==> src/rtl/mux_arbiter.sv <==
// Round-robin arbiter driving the select of a shared 8:1 mux, with a hold timer
// that forces rotation when a holder keeps the mux while others are waiting.
module mux_arbiter #(
    parameter int unsigned MAX_HOLD = 16
) (
    input  logic       clk,
    input  logic       rst_n,
    input  logic [7:0] req,
    output logic [7:0] grant,
    output logic [2:0] sel,
    output logic       busy
);

    localparam int unsigned N_REQ     = 8;
    localparam logic [7:0]  HOLD_LAST = 8'(MAX_HOLD - 1);

    typedef enum logic {
        ST_IDLE  = 1'b0,
        ST_GRANT = 1'b1
    } state_t;

    state_t     r_state;
    logic [2:0] r_ptr;
    logic [7:0] r_cnt;
    logic [2:0] r_owner;
    logic [7:0] r_grant;
    logic [2:0] r_sel;
    logic       r_busy;

    logic [7:0] w_others;
    logic [2:0] w_owner_next;
    logic [2:0] w_pick_ptr;
    logic [2:0] w_pick_owner;
    logic       w_owner_req;
    logic       w_any_other;
    logic       w_hold_done;

    // First set bit of v scanning start, start+1, ... modulo 8.
    function automatic logic [2:0] rr_pick(input logic [7:0] v, input logic [2:0] start);
        logic [2:0] idx;
        logic [2:0] pick;
        logic       found;
        pick  = start;
        found = 1'b0;
        for (int i = 0; i < N_REQ; i++) begin
            idx = start + 3'(i);
            if (!found && v[idx]) begin
                pick  = idx;
                found = 1'b1;
            end
        end
        return pick;
    endfunction

    // The owner is masked out so preempt and release share one search.
    assign w_others     = req & ~(8'b1 << r_owner);
    assign w_owner_next = r_owner + 3'd1;
    assign w_pick_ptr   = rr_pick(req, r_ptr);
    assign w_pick_owner = rr_pick(w_others, w_owner_next);
    assign w_owner_req  = req[r_owner];
    assign w_any_other  = |w_others;
    assign w_hold_done  = (r_cnt == HOLD_LAST);

    always_ff @(posedge clk) begin
        if (!rst_n) begin
            r_state <= ST_IDLE;
            r_ptr   <= 3'd0;
            r_cnt   <= 8'd0;
            r_owner <= 3'd0;
            r_grant <= 8'h00;
            r_sel   <= 3'd0;
            r_busy  <= 1'b0;
        end else begin
            case (r_state)
                ST_IDLE: begin
                    if (|req) begin
                        r_owner <= w_pick_ptr;
                        r_grant <= 8'b1 << w_pick_ptr;
                        r_sel   <= w_pick_ptr;
                        r_busy  <= 1'b1;
                        r_cnt   <= 8'd0;
                        r_state <= ST_GRANT;
                    end
                end
                ST_GRANT: begin
                    if (!w_owner_req || (w_hold_done && w_any_other)) begin
                        // Release or preempt: rotate past the current owner.
                        r_ptr <= w_owner_next;
                        r_cnt <= 8'd0;
                        if (w_any_other) begin
                            r_owner <= w_pick_owner;
                            r_grant <= 8'b1 << w_pick_owner;
                            r_sel   <= w_pick_owner;
                        end else begin
                            r_grant <= 8'h00;
                            r_busy  <= 1'b0;
                            r_state <= ST_IDLE;
                        end
                    end else if (!w_hold_done) begin
                        r_cnt <= r_cnt + 8'd1;
                    end
                end
                default: r_state <= ST_IDLE;
            endcase
        end
    end

    assign grant = r_grant;
    assign sel   = r_sel;
    assign busy  = r_busy;

endmodule

==> config.mk <==
export PLATFORM = sky130hd
export DESIGN_NAME = mux_arbiter
export DESIGN_NICKNAME = d
export VERILOG_FILES = /design/src/rtl/mux_arbiter.sv
export SDC_FILE = /design/constraint.sdc
export NUM_CORES = 1
export LEC_CHECK = 0
export BUFFER_PORTS_ARGS = -buffer_cell sky130_fd_sc_hd__buf_2
export CORE_MARGIN = 3
export CORE_UTILIZATION = 60
export DETAILED_ROUTE_END_ITERATION = 12
export PLACE_DENSITY = 0.87
export SYNTH_ARGS = -nofsm -noshare
export SYNTH_HDL_FRONTEND = slang
export SYNTH_SLANG_ARGS = --single-unit
==> constraint.sdc <==
create_clock -name clk -period 10.5 [get_ports clk]
set_input_delay 0 -clock clk [delete_from_list [all_inputs] [get_ports clk]]
set_output_delay 0 -clock clk [all_outputs]
set_load 0.05 [all_outputs]
### After elaboration in Yosys (flattened, before gate mapping)

Index checks and enable logic that the tools add are counted.
Widths: inputs -> output; s select.

| word-level totals | value |
|---|---|
| input port bits | 10 |
| register bits | 24 |
| word-level logic and storage cells | 171 |
| output and inout bits | 12 |

| operators by class | value |
|---|---|
| mux-type cells | 82 |
| $add $sub $neg | 16 |
| reductions and logical operators | 38 |
| magnitude comparators | 17 |
| bitwise operators | 3 |
| equality and inequality tests | 6 |
| shifts and indexed selects | 3 |

Operators with widths:

| cell | number |
|---|---|
| $lt 3x4->1 const B | 17 |
| $bmux 1 s3 | 17 |
| $mux 3 | 17 |
| $mux 8 | 6 |
| $mux 1 | 37 |
| $pmux 8 s2 | 2 |
| $add 3x3->3 const B | 8 |
| $shl 1x3->8 const A | 3 |
| $reduce_or 8->1 | 2 |
| $logic_and 1x1->1 | 15 |
| $logic_not 1->1 | 15 |
| $add 3x2->3 const B | 4 |
| $add 3x1->3 const B | 3 |
| $add 8x1->8 const B | 1 |
| $and 8x8->8 | 1 |
| $eq 8x4->1 const B | 1 |
| $not 8->8 | 1 |
| $pmux 3 s2 | 1 |
| $reduce_and 2->1 | 3 |
| $reduce_and 3->1 | 2 |
| $ne 2x1->1 const B | 2 |
| $ne 2x2->1 const B | 2 |
| $pmux 1 s2 | 2 |
| $ne 3x2->1 const B | 1 |
| 2 further kinds | 2 |

### Logic depth before layout (Yosys ltp)

| logic depth | value |
|---|---|
| word-level depth | 31 |
| gate-level depth with buffers | 13 |
| gate-level depth less buffers | 10 |

### Worst setup path after synthesis

No wires, ideal clock.

| path | value |
|---|---|
| path type | reg-to-reg |
| start | register sel[0] (netlist name) |
| end | register r_grant[2] (netlist: grant[2]) |
| clock period less this slack | 4027 ps |
| required time | 10358 ps |
| stages on the path, launching flop included | 12 |
| library setup time | 142 ps |
| data arrival time | 3885 ps |
| slack | 6473 ps |
| buffers on the path | 2 |
| path through | dfxtp_1 > buf_2 > inv_1 > buf_2 > ha_1 > xor2_2 > mux4_2 > nor3_1 > and2_1 > a32oi_4 > mux2i_1 > o221ai_1 |

RTL lines:

| what | RTL line | text |
|---|---|---|
| end signal, assigned | 78 | `r_grant <= 8'b1 << w_pick_ptr;` |
| end signal, assigned | 92 | `r_grant <= 8'b1 << w_pick_owner;` |
| end, declared | 26 | `logic [7:0] r_grant;` |

==> results.yml <==
cells_and_area:
  fill_cells: 418
  stdcell_area_um2: 3274
  multi_input_area_um2: 2504
  diodes: 0
  drive_gt1_frac: 0.1792
  synthToLayoutAreaGrowth_pct: 2.587
  ff_latch_area_um2: 480.5
  layout.cells.non_filler: 452
  nNetsFinal: 407
synthesis:
  yosys_register_bits: 24
  synth_area_leaders: "dfxtp_1 15%, mux4_2 8.5%, nor2_1 4.7%"
  synth_top_area_cell: "dfxtp_1"
  ys_seq_area_frac: 0.1505
  syn_nets: 401
  synth_cell_type_count: 79
  synth_edf_count: 0
  synth_area_um2: 3192
  syn-mean-instance-area_um2: 8.377
  synthArstFlopShare: 0
  synth.top_cell.area_share: 0.1505
  yosysWarnings: 0
  synthCells: 381
  synth.most_common_cell: "nor2_1"
  synthTopCellsByCount: "40 x nor2_1, 36 x nand2_1, 24 x dfxtp_1"
  synth_flop_cell: "dfxtp_1"
route:
  drt-initial-drc-count: 262
  num_vias: 3144
  avgViaCountPerCell: 6.956
  drc: 0
  first_pass_iters: 5
  final_antenna_net_count: 0
  wl_um: 8282
  routedWlPerCell_um: 18.32
power_and_ir_drop:
  swShare: 0.5412
  p_leak_nw: 1.233
  seqPwrFrac: 0.157
  power.internal_w: 0.0004377
  ir_drop_uv: 161.8
  power_switching_w: 0.0005164
  p_per_area_nw_per_um2: 291.4
  clkPwrFrac: 0.055
  combPwrFrac: 0.788
clocking:
  cts-root-buf: "clkbuf_8"
  post_cts_buffers: 0
  clock-sinks: 24
  cts.repair.resized: 0
  cts_tree: "done"
  cts.clk_slew.worst_paths_ns: 0.08
  hold_buffers: 0
  numCtsBuffers: 3
  cts_buffer_depth: 2
  worst_skew_pair.late_latency_ns: 0.26
  h-tree-depth: 1
timing:
  hold_viol: 0
  post-route-period-util: 0.4634
  setup_viol: 0
  hold_ws_ns: 0.02994
  slew_violations: 0
  final.min_clock_period_ns: 4.865
  relSlewSlack: 0.3864
  fmax_mhz: 205.5
  skew_ns: 0.007694
  worstMarginPinSlew_ns: 0.9191
  fin_tns_setup_ns: 0
  rsz0062_at_grt: "false"
floorplan:
  dieArea_um2: 6231
  fp.dieH_um: 78.94
  ios: 22
  core.rowCount: 25
  floorplan.core_area_um2: 4942
  die_x_um: 78.94
  initial_core_util: 0.6458
worst_setup_path:
  crit_fanout: 26
  r2r_start: "sel[0]"
  arrival_ns: 4.99
  crit_type: "register to register"
  worstSetupStartpointType: "register"
  cp.required_ns: 10.63
  cp-end-kind: "register"
  crit_start: "sel[0]"
grt:
  grt_pass1_vias: 2919
  grt_max_degree: 27
  grt_overflow: 0
  antenna_found_initial: 0
  track_usage: 0.2734
  grt_pass1_wl_um: 14060
placed_design:
  hpwl_um: 6093
  place_congestion: 0.9675
  placed_cells: 449
  place_area_um2: 3233
  portBuffers: 21
outcome:
  outcome: "completed"
run:
  cap_violations: 0
min_path:
  min_from: "rst_n"
  min_path_type: "input port to register"
-- metal layers --
layer | global-route usage | up-vias | wire length [um]
met3 | 0.03741 | 12 | 595
met4 | 0.06014 | 0 | 96
met5 | 0 | - | 0
met2 | 0.4745 | 141 | 4133
met1 | 0.3627 | 1519 | 3458
li1 | - | 1472 | -
-- worst max-delay path: stages (launching register included) --
cell	delay (ns)
dfxtp_1	0.93
inv_1	0.46
ha_1	0.74
xor2_2	0.45
mux4_2	0.67
nor3_1	0.47
and2_1	0.26
a32oi_4	0.13
mux2i_1	0.40
o221ai_1	0.20
-- power groups by stage --
stage / clock network (W) / logic (W) / registers [W]
after floorplan: 0 / 0.000582 / 0.000180
after global placement: 0 / 0.000717 / 0.000150
after detailed placement: 0 / 0.000732 / 0.000152
after CTS: 0.0000532 / 0.000735 / 0.000150
after global routing: 0.0000565 / 0.000811 / 0.000154
final: 0.0000525 / 0.000751 / 0.000150
-- registers in the layout, indices dropped and copies added, names as in the netlist --
| register | flops |
|---|---|
| r_cnt | 8 |
| busy | 1 |
| sel | 3 |
| r_state | 1 |
| grant | 8 |
| r_ptr | 3 |
-- cells by family (layout without fill, tap and decap cells) --
kind of cell | after synthesis | in the layout | share of synthesized area
buffers and inverters | 36 | 40 | 0.06507
muxes | 41 | 41 | 0.2023
xor gates and xnor gates | 13 | 13 | 0.03803
adders and majority gates | 10 | 10 | 0.03920
AOI/OAI and AO/OA | 98 | 98 | 0.2505
and+or+nand+nor | 159 | 159 | 0.2544
DFF | 24 | 24 | 0.1505
-- cells in the final DEF, fill, tap and decap left out, types with 12 or more instances in the layout --
master | Yosys | layout
mux4_2 | 12 | 12
dfxtp_1 | 24 | 24
a21oi_1 | 15 | 15
nand2_1 | 36 | 36
buf_2 | 3 | 21
nor3_1 | 12 | 12
mux2i_1 | 12 | 12
mux2_2 | 12 | 12
nor2_1 | 40 | 40
inv_1 | 14 | 14
-- final cells by class --
| type | count | share of cell area |
|---|---|---|
| Timing Repair Buffer | 21 | 0.03210 |
| Sequential cell | 24 | 0.1467 |
| Clock buffer | 3 | 0.01261 |
| Tap cell | 67 | 0.02560 |
| Inverter | 16 | 0.01834 |
| Multi-Input combinational cell | 321 | 0.7646 |
-- final timing paths --
path / slack (ns) / depth (start not counted) / end
max: 5.63 / 9 / grant[2]
min: 0.03 / 2 / r_cnt[5]
max reg2reg: 5.63 / 9 / grant[2]
min reg2reg: 0.46 / 2 / grant[4]
-- stage by stage --
| step | power [W] | util | worst slack, ns |
|---|---|---|---|
| floorplan | 0.0007623 | - | 6.473 |
| global placement | 0.0008665 | 0.6542 | 5.982 |
| detailed placement | 0.0008839 | 0.6542 | 5.767 |
| CTS | 0.0009378 | 0.6625 | 5.759 |
| global route | 0.001022 | 0.6625 | 5.265 |
| finish | 0.0009541 | 0.6625 | 5.635 |
No activity file was read; power rests on OpenSTA's default activity.
